[config.mk]
export PLATFORM = sky130hd
export DESIGN_NAME = mem_port_arbiter_flat
export DESIGN_NICKNAME = d
export VERILOG_FILES = /design/src/rtl/mem_port_arbiter_if.sv /design/src/rtl/mem_port_arbiter.sv /design/src/flat_wrapper.sv
export SDC_FILE = /design/constraint.sdc
export NUM_CORES = 1
export LEC_CHECK = 0
export BUFFER_PORTS_ARGS = -buffer_cell sky130_fd_sc_hd__buf_2
export CAP_MARGIN = 20
export CORE_MARGIN = 8
export CORE_UTILIZATION = 48
export CTS_CLUSTER_DIAMETER = 80
export DETAILED_ROUTE_END_ITERATION = 12
export GPL_ROUTABILITY_DRIVEN = 0
export PLACE_DENSITY = 0.78
export SETUP_SLACK_MARGIN = 0.4
export SYNTH_ARGS = -nofsm -noshare
export SYNTH_HDL_FRONTEND = slang
export SYNTH_SLANG_ARGS = --single-unit
[constraint.sdc]
create_clock -name inClk -period 1.8 [get_ports inClk]
set_input_delay 0.27 -clock inClk [delete_from_list [all_inputs] [get_ports inClk]]
set_output_delay 0.27 -clock inClk [all_outputs]
set_load 0.02 [all_outputs]
[src/rtl/mem_port_arbiter_if.sv]
// Requester, bank and status signals of mem_port_arbiter bundled as one interface.
// The slave modport is the arbiter's view; the master modport is the requesters' and bank's view.
interface mem_port_arbiter_if #(
    parameter int DATA_W = 8,
    parameter int ADDR_W = 4
);
    logic              inReqA;
    logic              inWeA;
    logic [ADDR_W-1:0] inAddrA;
    logic [DATA_W-1:0] inDataA;
    logic              outAckA;
    logic [DATA_W-1:0] outDataA;

    logic              inReqB;
    logic              inWeB;
    logic [ADDR_W-1:0] inAddrB;
    logic [DATA_W-1:0] inDataB;
    logic              outAckB;
    logic [DATA_W-1:0] outDataB;

    logic              outMemEn;
    logic              outMemWe;
    logic [ADDR_W-1:0] outMemAddr;
    logic [DATA_W-1:0] outMemData;
    logic [DATA_W-1:0] inMemData;

    logic              outBusy;

    modport slave (
        input  inReqA, inWeA, inAddrA, inDataA,
        output outAckA, outDataA,
        input  inReqB, inWeB, inAddrB, inDataB,
        output outAckB, outDataB,
        output outMemEn, outMemWe, outMemAddr, outMemData,
        input  inMemData,
        output outBusy
    );

    modport master (
        output inReqA, inWeA, inAddrA, inDataA,
        input  outAckA, outDataA,
        output inReqB, inWeB, inAddrB, inDataB,
        input  outAckB, outDataB,
        input  outMemEn, outMemWe, outMemAddr, outMemData,
        output inMemData,
        input  outBusy
    );
endinterface

[src/rtl/mem_port_arbiter.sv]
// Round-robin arbiter/sequencer giving requesters A (fetch) and B (execute) one access
// each to a single-port register bank: IDLE -> ACCESS -> RESP, all outputs registered.
module mem_port_arbiter #(
    parameter int DATA_W = 8,
    parameter int ADDR_W = 4
) (
    input logic                inClk,
    input logic                inZero,
    mem_port_arbiter_if.slave  bus
);
    typedef enum logic [1:0] {
        IDLE   = 2'd0,
        ACCESS = 2'd1,
        RESP   = 2'd2
    } state_t;

    state_t            state_q, state_d;
    logic              ptr_q, ptr_d;        // 0 = A has priority, 1 = B
    logic              gnt_q, gnt_d;        // 0 = A granted, 1 = B granted
    logic              we_q, we_d;
    logic [ADDR_W-1:0] addr_q, addr_d;
    logic [DATA_W-1:0] wdata_q, wdata_d;

    logic              mem_en_q, mem_en_d;
    logic              mem_we_q, mem_we_d;
    logic [ADDR_W-1:0] mem_addr_q, mem_addr_d;
    logic [DATA_W-1:0] mem_data_q, mem_data_d;
    logic              ack_a_q, ack_a_d;
    logic              ack_b_q, ack_b_d;
    logic [DATA_W-1:0] data_a_q, data_a_d;
    logic [DATA_W-1:0] data_b_q, data_b_d;
    logic              busy_q, busy_d;

    logic              grant;
    logic              sel;
    logic [DATA_W-1:0] rsp_data;

    always_comb begin
        state_d    = state_q;
        ptr_d      = ptr_q;
        gnt_d      = gnt_q;
        we_d       = we_q;
        addr_d     = addr_q;
        wdata_d    = wdata_q;
        mem_en_d   = 1'b0;
        mem_we_d   = 1'b0;
        mem_addr_d = '0;
        mem_data_d = '0;
        ack_a_d    = 1'b0;
        ack_b_d    = 1'b0;
        data_a_d   = data_a_q;
        data_b_d   = data_b_q;
        grant      = 1'b0;
        sel        = ptr_q;
        rsp_data   = we_q ? wdata_q : bus.inMemData;

        case (state_q)
            IDLE: begin
                if (bus.inReqA || bus.inReqB) begin
                    grant = 1'b1;
                    sel   = (bus.inReqA && bus.inReqB) ? ptr_q : bus.inReqB;
                end
            end
            ACCESS: begin
                state_d = RESP;
                ptr_d   = ~gnt_q;
                if (gnt_q) begin
                    ack_b_d  = 1'b1;
                    data_b_d = rsp_data;
                end else begin
                    ack_a_d  = 1'b1;
                    data_a_d = rsp_data;
                end
            end
            RESP: begin
                // Only the other requester may be granted here; the acked one is ignored.
                state_d = IDLE;
                if (gnt_q ? bus.inReqA : bus.inReqB) begin
                    grant = 1'b1;
                    sel   = ~gnt_q;
                end
            end
            default: state_d = IDLE;
        endcase

        // Bank outputs are loaded together with the latched operands so they are valid in ACCESS.
        if (grant) begin
            state_d    = ACCESS;
            gnt_d      = sel;
            we_d       = sel ? bus.inWeB   : bus.inWeA;
            addr_d     = sel ? bus.inAddrB : bus.inAddrA;
            wdata_d    = sel ? bus.inDataB : bus.inDataA;
            mem_en_d   = 1'b1;
            mem_we_d   = we_d;
            mem_addr_d = addr_d;
            mem_data_d = wdata_d;
        end

        busy_d = (state_d != IDLE);
    end

    always_ff @(posedge inClk or negedge inZero) begin
        if (!inZero) begin
            state_q    <= IDLE;
            ptr_q      <= 1'b0;
            gnt_q      <= 1'b0;
            we_q       <= 1'b0;
            addr_q     <= '0;
            wdata_q    <= '0;
            mem_en_q   <= 1'b0;
            mem_we_q   <= 1'b0;
            mem_addr_q <= '0;
            mem_data_q <= '0;
            ack_a_q    <= 1'b0;
            ack_b_q    <= 1'b0;
            data_a_q   <= '0;
            data_b_q   <= '0;
            busy_q     <= 1'b0;
        end else begin
            state_q    <= state_d;
            ptr_q      <= ptr_d;
            gnt_q      <= gnt_d;
            we_q       <= we_d;
            addr_q     <= addr_d;
            wdata_q    <= wdata_d;
            mem_en_q   <= mem_en_d;
            mem_we_q   <= mem_we_d;
            mem_addr_q <= mem_addr_d;
            mem_data_q <= mem_data_d;
            ack_a_q    <= ack_a_d;
            ack_b_q    <= ack_b_d;
            data_a_q   <= data_a_d;
            data_b_q   <= data_b_d;
            busy_q     <= busy_d;
        end
    end

    assign bus.outAckA    = ack_a_q;
    assign bus.outDataA   = data_a_q;
    assign bus.outAckB    = ack_b_q;
    assign bus.outDataB   = data_b_q;
    assign bus.outMemEn   = mem_en_q;
    assign bus.outMemWe   = mem_we_q;
    assign bus.outMemAddr = mem_addr_q;
    assign bus.outMemData = mem_data_q;
    assign bus.outBusy    = busy_q;
endmodule
[src/flat_wrapper.sv]
// flat-port wrapper written by rule: the top's interface ports become plain ports
module mem_port_arbiter_flat 
#(
    parameter int DATA_W = 8,
    parameter int ADDR_W = 4
)
  (inClk, inZero, bus_inReqA, bus_inWeA, bus_inAddrA, bus_inDataA, bus_outAckA, bus_outDataA, bus_inReqB, bus_inWeB, bus_inAddrB, bus_inDataB, bus_outAckB, bus_outDataB, bus_outMemEn, bus_outMemWe, bus_outMemAddr, bus_outMemData, bus_inMemData, bus_outBusy);
  mem_port_arbiter_if #(.DATA_W(DATA_W), .ADDR_W(ADDR_W)) bus_i ();
  input logic inClk;
  input logic inZero;
  input wire logic [$bits(bus_i.inReqA)-1:0] bus_inReqA;
  input wire logic [$bits(bus_i.inWeA)-1:0] bus_inWeA;
  input wire logic [$bits(bus_i.inAddrA)-1:0] bus_inAddrA;
  input wire logic [$bits(bus_i.inDataA)-1:0] bus_inDataA;
  output wire logic [$bits(bus_i.outAckA)-1:0] bus_outAckA;
  output wire logic [$bits(bus_i.outDataA)-1:0] bus_outDataA;
  input wire logic [$bits(bus_i.inReqB)-1:0] bus_inReqB;
  input wire logic [$bits(bus_i.inWeB)-1:0] bus_inWeB;
  input wire logic [$bits(bus_i.inAddrB)-1:0] bus_inAddrB;
  input wire logic [$bits(bus_i.inDataB)-1:0] bus_inDataB;
  output wire logic [$bits(bus_i.outAckB)-1:0] bus_outAckB;
  output wire logic [$bits(bus_i.outDataB)-1:0] bus_outDataB;
  output wire logic [$bits(bus_i.outMemEn)-1:0] bus_outMemEn;
  output wire logic [$bits(bus_i.outMemWe)-1:0] bus_outMemWe;
  output wire logic [$bits(bus_i.outMemAddr)-1:0] bus_outMemAddr;
  output wire logic [$bits(bus_i.outMemData)-1:0] bus_outMemData;
  input wire logic [$bits(bus_i.inMemData)-1:0] bus_inMemData;
  output wire logic [$bits(bus_i.outBusy)-1:0] bus_outBusy;
  assign bus_i.inReqA = bus_inReqA;
  assign bus_i.inWeA = bus_inWeA;
  assign bus_i.inAddrA = bus_inAddrA;
  assign bus_i.inDataA = bus_inDataA;
  assign bus_outAckA = bus_i.outAckA;
  assign bus_outDataA = bus_i.outDataA;
  assign bus_i.inReqB = bus_inReqB;
  assign bus_i.inWeB = bus_inWeB;
  assign bus_i.inAddrB = bus_inAddrB;
  assign bus_i.inDataB = bus_inDataB;
  assign bus_outAckB = bus_i.outAckB;
  assign bus_outDataB = bus_i.outDataB;
  assign bus_outMemEn = bus_i.outMemEn;
  assign bus_outMemWe = bus_i.outMemWe;
  assign bus_outMemAddr = bus_i.outMemAddr;
  assign bus_outMemData = bus_i.outMemData;
  assign bus_i.inMemData = bus_inMemData;
  assign bus_outBusy = bus_i.outBusy;
  mem_port_arbiter #(.DATA_W(DATA_W), .ADDR_W(ADDR_W)) u_core (.inClk(inClk), .inZero(inZero), .bus(bus_i));
endmodule
==> results.md, run 1 <==
* Run status: complete, no violations
* R2R depth at 5
* DRT iter0 DRCs at 67
* Post-DP Area at 2293 sq um
* Synth Cell Area at 1894 sq um
* Sink Count at 46
* PortBufs at 70
* Crit path kind: register to register
* Setup ws final at 0.2966 ns
* Ant. Diodes at 0
* Most common cell after layout, fill and taps aside: buf_2
* # DRC at 0
* Slowest CP cell: dfrtp_1
* Core Rows at 23
* Clock Path Buffers at 2
* Pin slew with the least headroom to its limit at 0.4575 ns
* Post-Place Cells at 294
* Die Wd at 78.82 microns
* R2R Setup Slk at 0.30 ns
* Final Cycle Share at 83.52%
* Core Box Area at 3885 sq um
* Cell variety after synth at 25
* Setup TNS at 0 ns
* Pwr/cell area at 1994 nW/um^2
* Worst-path cell chain: and2b_2, o2bb2ai_4, buf_6, o21ai_0, a31oi_1
* Vias/cell at 5.344
* DRT Pass-1 Iters at 4
* Max-Cap Viols at 0
* Final setup viols at 0
* CP endpoint kind: register
* Critical path startpoint category: register
* RSZ-0062 raised after global routing: true
* Worst skew pair latency at 0.30 ns
* Ratio of cells with drive above 1 in the final layout at 45.69%
* Setup Skew at 0.008293 ns
* Nets at 304
* Setup WS pre-CTS at 0.1863 ns
* Critical Path AT at 1.68 ns
* Fin Hold WS at 0.2172 ns
* Area grow syn2layout at 40.16%
* Pins Over Slew Limit at 0
* Clk Tree Root Cell: clkbuf_8
* Die area at 6213 sq um
* Largest net degree at the start of global routing at 47
* All-Layer GR Usage at 15.74%
* Fillers at 309
* # IOs at 71
* TritonCTS clock tree: built
* Worst-path clk slew at 0.09 ns
* Number of global-route vias before repair at 1705
* Synth Net Count at 215
* LEAKAGE at 1.324 nW
* Most frequent cells in the layout: buf_2 (70), dfrtp_1 (43), nor2_1 (20)
* Grt ovf at 0
* Initial Util at 48.76%
* Final instance area at 2655 sq um
* Warnings from Yosys at 0
* WL final at 5.393 mm
* Max VDD drop at 0.9461 mV
* Worst EP required at 1.98 ns
* First-pass GRT wire length at 7.907 mm
* Syn_area_per_cell at 10.70 sq um
* Worst-path fanout max at 6
* CTS buffer count at 5
* Syn Inst Count at 177
* Routed Antenna Nets at 0
* Routed vias at 1694
* DP HPWL at 3.431 mm
* Synthesized flop and latch total at 46
* Count of final hold-check violations at 0
* Slew headroom at 69.50%
* Hold Crit Class: primary input to register
* Seq/Total Area, Yosys at 60.77%
* CTS H-tree depth at 2
* Antenna violations before repair at 0
* WL per Instance at 17.01 microns
* Final critical-path required period at 1.503 ns
* Die height at 78.82 microns
* Achievable frequency at 665.2 MHz
* Max stage delay on crit path at 0.40 ns
* Post-layout instance count excluding filler cells at 317
* Hold path depth at 3
-- through the flow --
stage	power (mW)	utilization, %
2_1_floorplan	3.345	-
6_report	5.295	68.34
5_1_grt	5.643	68.34
4_1_cts	4.942	64.35
3_3_place_gp	3.939	59.03
3_5_place_dp	3.997	59.03
-- state kept, by name, indices dropped and copies added (netlist names) --
register and count:
u_core.bus.outDataA 8, u_core.bus.outDataB 8, u_core.bus.outMemData 8, u_core.wdata_q 8, u_core.bus.outMemAddr 4, u_core.state_q 2
u_core.bus.outAckA 1, u_core.bus.outAckB 1, u_core.bus.outBusy 1, u_core.bus.outMemEn 1, u_core.bus.outMemWe 1, u_core.gnt_q 1
u_core.ptr_q 1, u_core.we_q 1
-- area by class of cell --
class	count	area [sq um]	share of cell area [%]
Inverter	4	27.53	1.037
Timing Repair Buffer	90	538.0	20.26
Multi-Input combinational cell	117	740.7	27.90
Tap cell	50	62.56	2.356
Clock buffer	5	68.82	2.592
Timing Repair inverter	2	17.52	0.6598
Sequential cell	46	1155	43.50
Clock inverter	3	45.04	1.697
-- final timing paths --
| path | end | from |
|---|---|---|
| min | u_core.bus.outMemAddr[2]$_DFF_PN0_ | bus_inAddrB[2] |
| min in group asynchronous | u_core.bus.outMemData[0]$_DFF_PN0_ | inZero |
| min reg2reg | u_core.bus.outDataB[1]$_DFFE_PN0P_ | u_core.bus.outDataB[1]$_DFFE_PN0P_ |
| max | u_core.wdata_q[2]$_DFFE_PN0P_ | u_core.state_q[1]$_DFF_PN0_ |
| max reg2reg | u_core.wdata_q[2]$_DFFE_PN0P_ | u_core.state_q[1]$_DFF_PN0_ |
| max in group asynchronous | u_core.ptr_q$_DFFE_PN0P_ | inZero |
-- cell usage after synthesis, drive strengths merged --
library cell	number	area share, %
clkinv	1	0.86
nor2b	1	0.33
nand2b	2	0.66
o31ai	1	0.66
nor2	21	4.3
inv	3	0.59
a21oi	22	5.8
buf	9	3.9
o2bb2ai	1	0.46
nand2	12	2.4
a2bb2oi	1	0.79
nand3	13	3.4
a21o	1	0.40
dfrtp	46	61
a31oi	9	3.0
clkbuf	1	0.26
mux2i	9	4.8
o21ai	22	5.8
a211o	1	0.46
and2b	1	0.40
-- metal layers --
layer,vias to the layer above,track usage [%],routed length (microns)
met5,-,0,0
met4,0,6.296,144
met3,16,5.079,395
met2,69,27.42,2693
met1,816,17.37,2160
li1,793,-,-
-- cell families (layout without fill, tap and decap cells) --
family / after synthesis / after routing / share of synthesized area, %
AO/OA/AOI/OAI: 58 / 58 / 17.37
AND/OR/NAND/NOR: 50 / 50 / 11.49
flip-flops: 46 / 46 / 60.77
buffers and inverters: 14 / 104 / 5.614
multiplexers: 9 / 9 / 4.756
-- timing repair --
item	CTS	global route
endpoints found under the hold margin	46	0
endpoints found under the setup margin	27	33
hold buffers	1	0
setup buffers	5	6
cloned	0	3
pin swaps	2	2
resized for setup	14	24
-- critical path, delay by kind of cell (launching register included) --
kind / cells / cell delay, ns
AND/OR/NAND/NOR: 1 / 0.28
AO/OA/AOI/OAI: 3 / 0.55
buffers and inverters: 1 / 0.15
flip-flops: 1 / 0.40
-- report_power, final --
group | switching (mW) | internal (mW)
logic | 1.60 | 1.07
registers | 0.325 | 1.53
clock network | 0.359 | 0.413
(Power assumes the default switching activity.)
==> inputs of run 2 (changes only) <==
- clock period: 1.8 -> 1.4 ns (I/O delays scaled with it)
==> run 2 against run 1 <==
Clock skew fell by 0.0019 ns. The flow now finishes with violations (setup timing). Sequential cell count did not move. Critical path depth unchanged. Cell area is 25% higher. Die area unchanged. Critical endpoint is now u_core.wdata_q[1]$_DFFE_PN0P_. Non-clock buffer count grew 26.
==> results.md, run 2 (synthesis results as in run 1) <==
* Final instance area at 3307 sq um
* Initial Util at 48.76%
* Total Power at 8.826 mW
* Core Rows at 23
* DP HPWL at 3.523 mm
* Most frequent cells in the layout: dfrtp_1 (43), buf_6 (42), buf_2 (37)
* Failing checks: setup timing
* PortBufs at 70
* RSZ-0062 raised after global routing: true
* DRT Pass-1 Iters at 4
* R2R Setup Slk at -0.13 ns
* Critical Path AT at 1.73 ns
* DRT iter0 DRCs at 89
* Setup ws final at -0.1295 ns
* LEAKAGE at 1.558 nW
* WL final at 6.879 mm
* Slew headroom at 79.67%
* Worst-path cell chain: nor2b_4, a2bb2oi_4, buf_12, nand3_1, a31oi_1
* Setup Skew at 0.006347 ns
* CTS H-tree depth at 2
* Slowest CP cell: dfrtp_2
* Clock Path Buffers at 2
* Critical path startpoint category: register
* Hold Crit Class: primary input to register
* Ratio of cells with drive above 1 in the final layout at 57.34%
* CP endpoint kind: register
* Worst-path clk slew at 0.08 ns
* Core Box Area at 3885 sq um
* Crit path kind: register to register
* Routed Antenna Nets at 0
* Ant. Diodes at 0
* Die area at 6213 sq um
* Sink Count at 46
* Setup crit end: u_core.wdata_q[1]$_DFFE_PN0P_
* Die height at 78.82 microns
* Max stage delay on crit path at 0.47 ns
* # DRC at 0
* Worst-path fanout max at 10
* Max-Cap Viols at 0
* # IOs at 71
* Antenna violations before repair at 0
* Final critical-path required period at 1.529 ns
* Vias/cell at 5.466
* M1 WL at 2.640 mm
* Routed wire length on met2 at 3.623 mm
* WL per Instance at 20.06 microns
* Final setup viols at 16
* Routed vias at 1875
* Run status: complete, but fails checks
* Worst skew pair latency at 0.30 ns
* Post-DP Area at 2414 sq um
* Pin slew with the least headroom to its limit at 0.3029 ns
* TritonCTS clock tree: built
* Top sig layer: met4
* Grt ovf at 0
* Setup TNS at -0.6897 ns
* Worst r2r dst: u_core.wdata_q[1]$_DFFE_PN0P_
* Nets at 330
* Achievable frequency at 653.8 MHz
* Pins Over Slew Limit at 0
* CTS buffer count at 5
* All-Layer GR Usage at 19.19%
* Final core occ at 85.12%
* Worst EP required at 1.60 ns
* Max VDD drop at 1.500 mV
* R2r startpoint: u_core.state_q[0]$_DFF_PN0_
* Area grow syn2layout at 74.57%
* Count of final hold-check violations at 0
* Most common cell after layout, fill and taps aside: dfrtp_1
* Pwr/cell area at 2669 nW/um^2
* Die Wd at 78.82 microns
* Hold path startpoint: bus_inAddrB[3]
* Crit-path leading delay family: flip-flops
* Largest net degree at the start of global routing at 47
* DR WL met3 at 416 microns
* Final Cycle Share at 109.2%
* Levels on crit path at 5
* Number of global-route vias before repair at 1928
* Clk Tree Root Cell: clkbuf_8
* R2R depth at 5
* WP buf/inv at 1
* First-pass GRT wire length at 9.397 mm
* Critical Path Source: u_core.state_q[0]$_DFF_PN0_
## run 2: cell type report
type                            instances  area (sq um)
Clock buffer                            7         76.32
Sequential cell                        46          1155
Clock inverter                          1         30.03
Timing Repair Buffer                  116          1021
Tap cell                               50         62.56
Fill cell                             198         578.1
Multi-Input combinational cell        119         922.1
Inverter                                4         40.04
## run 2: per-layer routing
| layer | global-route usage, % | vias up |
|---|---|---|
| met5 | 0 | - |
| met4 | 8.333 | 0 |
| met2 | 32.31 | 83 |
| li1 | - | 856 |
| met3 | 5.982 | 18 |
| met1 | 22.03 | 918 |
## run 2: what timing repair did
item                       CTS  global route
hold buffers                 1             0
gates cloned                 5             1
setup buffers               16            12
setup endpoints to repair   78            79
gates resized for setup    108            38
pin swaps                    9             4
hold endpoints to repair    46             0
## run 2: worst min-delay path, delay by kind of cell
kind | cells | cell delay (ns)
buffers and inverters | 1 | 0.10
AO/OA/AOI/OAI | 1 | 0.05
AND/OR/NAND/NOR | 1 | 0.06
## run 2: worst min-delay path by stage
stage / cells after the start / slack [ns] / to
CTS: 3 / 0.16 / u_core.bus.outMemAddr[3]$_DFF_PN0_
finish: 3 / 0.16 / u_core.bus.outMemAddr[3]$_DFF_PN0_
floorplan: 0 / -0.09 / u_core.bus.outAckA$_DFF_PN0_
global placement: 2 / 0.21 / u_core.bus.outMemData[0]$_DFF_PN0_
global route: 3 / 0.15 / u_core.bus.outMemData[4]$_DFF_PN0_
detailed placement: 2 / 0.21 / u_core.bus.outMemData[0]$_DFF_PN0_
## run 2: power breakdown
part | internal, mW | leakage, nW | switching [mW]
clock | 0.534 | 0.0524 | 0.436
sequential | 1.98 | 0.552 | 0.511
combinational | 2.66 | 0.954 | 2.71
## run 2: through the flow
| step | hold slack (ns) | worst slack (ns) | instances |
|---|---|---|---|
| floorplan | -0.08559 | 0.1097 | 177 |
| global placement | 0.2051 | 0.005732 | 300 |
| detailed placement | 0.2091 | -0.03176 | 300 |
| CTS | 0.1613 | 0.05003 | 330 |
| global route | 0.1533 | -0.2002 | 343 |
| finish | 0.1592 | -0.1295 | 343 |
==> inputs of run 3 (changes only) <==
- SKIP_LAST_GASP: default -> 1
==> run 3 against run 2 <==
The flow still finishes with violations (setup timing). Clock skew rose by 0.0051 ns. Register-to-register slack hardly changed. Sequential cell count did not move.
==> results.md, run 3 (synthesis results as in run 1) <==
* Initial Util at 48.76%
* Largest net degree at the start of global routing at 47
* First-pass GRT wire length at 9.397 mm
* CTS buffer count at 5
* RSZ-0062 raised after global routing: true
* All-Layer GR Usage at 19.19%
* Area grow syn2layout at 73.71%
* Pins Over Slew Limit at 0
* Sink Count at 46
* Pin slew with the least headroom to its limit at 0.4342 ns
* Worst-path cell chain: and2b_2, o2bb2ai_4, o21ai_0, a31oi_1
* Achievable frequency at 655.4 MHz
* WL final at 6.578 mm
* WL per Instance at 19.18 microns
* Crit path kind: register to register
* Clock Path Buffers at 2
* Routed vias at 1842
* Core Rows at 23
* Setup Skew at 0.01145 ns
* Worst skew pair latency at 0.30 ns
* Worst-path clk slew at 0.09 ns
* CTS H-tree depth at 2
* Vias/cell at 5.370
* Nets at 330
* DRT iter0 DRCs at 87
* PortBufs at 70
* Grt ovf at 0
* Setup ws final at -0.1257 ns
* Final setup viols at 9
* Post-layout instance count excluding filler cells at 343
* Crit-path leading delay family: compound AO/OA/AOI/OAI gates
* CP endpoint kind: register
* Antenna violations before repair at 0
* Core Box Area at 3885 sq um
* Max VDD drop at 1.424 mV
* Final Cycle Share at 109.0%
* Slowest CP cell: dfrtp_1
* TritonCTS clock tree: built
* Hold Crit Class: primary input to register
* Ant. Diodes at 0
* Worst-path fanout max at 6
* Critical Path AT at 1.69 ns
* Failing checks: setup timing
* Run status: complete, but fails checks
* WP buf/inv at 0
* # IOs at 71
* Critical path startpoint category: register
* Pwr/cell area at 2659 nW/um^2
* Routed Antenna Nets at 0
* Setup WS pre-CTS at -0.03176 ns
* Die height at 78.82 microns
* Ratio of cells with drive above 1 in the final layout at 56.31%
* Max stage delay on crit path at 0.40 ns
* Die Wd at 78.82 microns
* Post-Place Cells at 300
* Final instance area at 3291 sq um
* Max-Cap Viols at 0
* Most common cell after layout, fill and taps aside: dfrtp_1
* Clk Tree Root Cell: clkbuf_8
* Die area at 6213 sq um
* Count of final hold-check violations at 0
* Post-DP Area at 2414 sq um
* Final critical-path required period at 1.526 ns
* Final core occ at 84.70%
* R2R Setup Slk at -0.13 ns
* Worst EP required at 1.56 ns
* # DRC at 0
* Number of global-route vias before repair at 1928
* LEAKAGE at 1.556 nW
* DP HPWL at 3.523 mm
* DRT Pass-1 Iters at 4
* Slew headroom at 70.75%
* Most frequent cells in the layout: dfrtp_1 (43), buf_6 (41), buf_2 (37)
run 3: final cells by class:
class,count,area [sq um]
clock buffer,7,76.32
fill,190,594.3
timing repair buffer,116,1017
inverter,4,35.03
multi-input combinational,119,914.6
sequential,46,1155
tap,50,62.56
clock inverter,1,30.03
run 3: layer usage:
layer / vias to the layer above / part of all wire, % / GRT usage [%] / wire length (microns)
met4: 0 / 2.6 / 8.333 / 172
met5: - / 0 / 0 / 0
met2: 76 / 52 / 32.31 / 3443
met1: 897 / 39 / 22.03 / 2547
li1: 852 / - / - / -
met3: 17 / 6.3 / 5.982 / 414
run 3: repair_timing:
item | in CTS | in global routing
endpoints found under the hold margin | 46 | 0
gates cloned | 5 | 1
hold buffers | 1 | 0
endpoints found under the setup margin | 78 | 79
pin swaps | 9 | 4
gates resized for setup | 108 | 32
setup buffers | 16 | 12
run 3: power breakdown:
| group | total, mW | switching [mW] | leakage (nW) | internal [mW] |
|---|---|---|---|---|
| combinational | 5.29 | 2.65 | 0.951 | 2.64 |
| clock | 0.984 | 0.449 | 0.0524 | 0.535 |
| sequential | 2.48 | 0.504 | 0.552 | 1.98 |
run 3: worst register-to-register path, stage by stage, from the launching register on:
cell	delay, ns
dfrtp_1	0.40
and2b_2	0.28
o2bb2ai_4	0.18
o21ai_0	0.38
a31oi_1	0.15
run 3: per-stage QoR:
step	hold WS [ns]	total power [mW]	TNS [ns]
2_1_floorplan	-0.08559	4.459	0
3_3_place_gp	0.2051	5.352	0
3_5_place_dp	0.2091	5.445	-0.1537
4_1_cts	0.1613	7.873	0
5_1_grt	0.1486	9.211	-1.397
6_report	0.1524	8.750	-0.4197
run 3: path summary, 6_finish.rpt:
check | cells after the start | to | startpoint
min reg2reg | 2 | u_core.bus.outDataB[0]$_DFFE_PN0P_ | u_core.bus.outDataB[0]$_DFFE_PN0P_
min | 3 | u_core.bus.outMemAddr[2]$_DFF_PN0_ | bus_inAddrB[2]
max reg2reg | 4 | u_core.we_q$_DFFE_PN0P_ | u_core.state_q[1]$_DFF_PN0_
max in group asynchronous | 3 | u_core.ptr_q$_DFFE_PN0P_ | inZero
max | 4 | u_core.we_q$_DFFE_PN0P_ | u_core.state_q[1]$_DFF_PN0_
min in group asynchronous | 3 | u_core.bus.outMemData[1]$_DFF_PN0_ | inZero
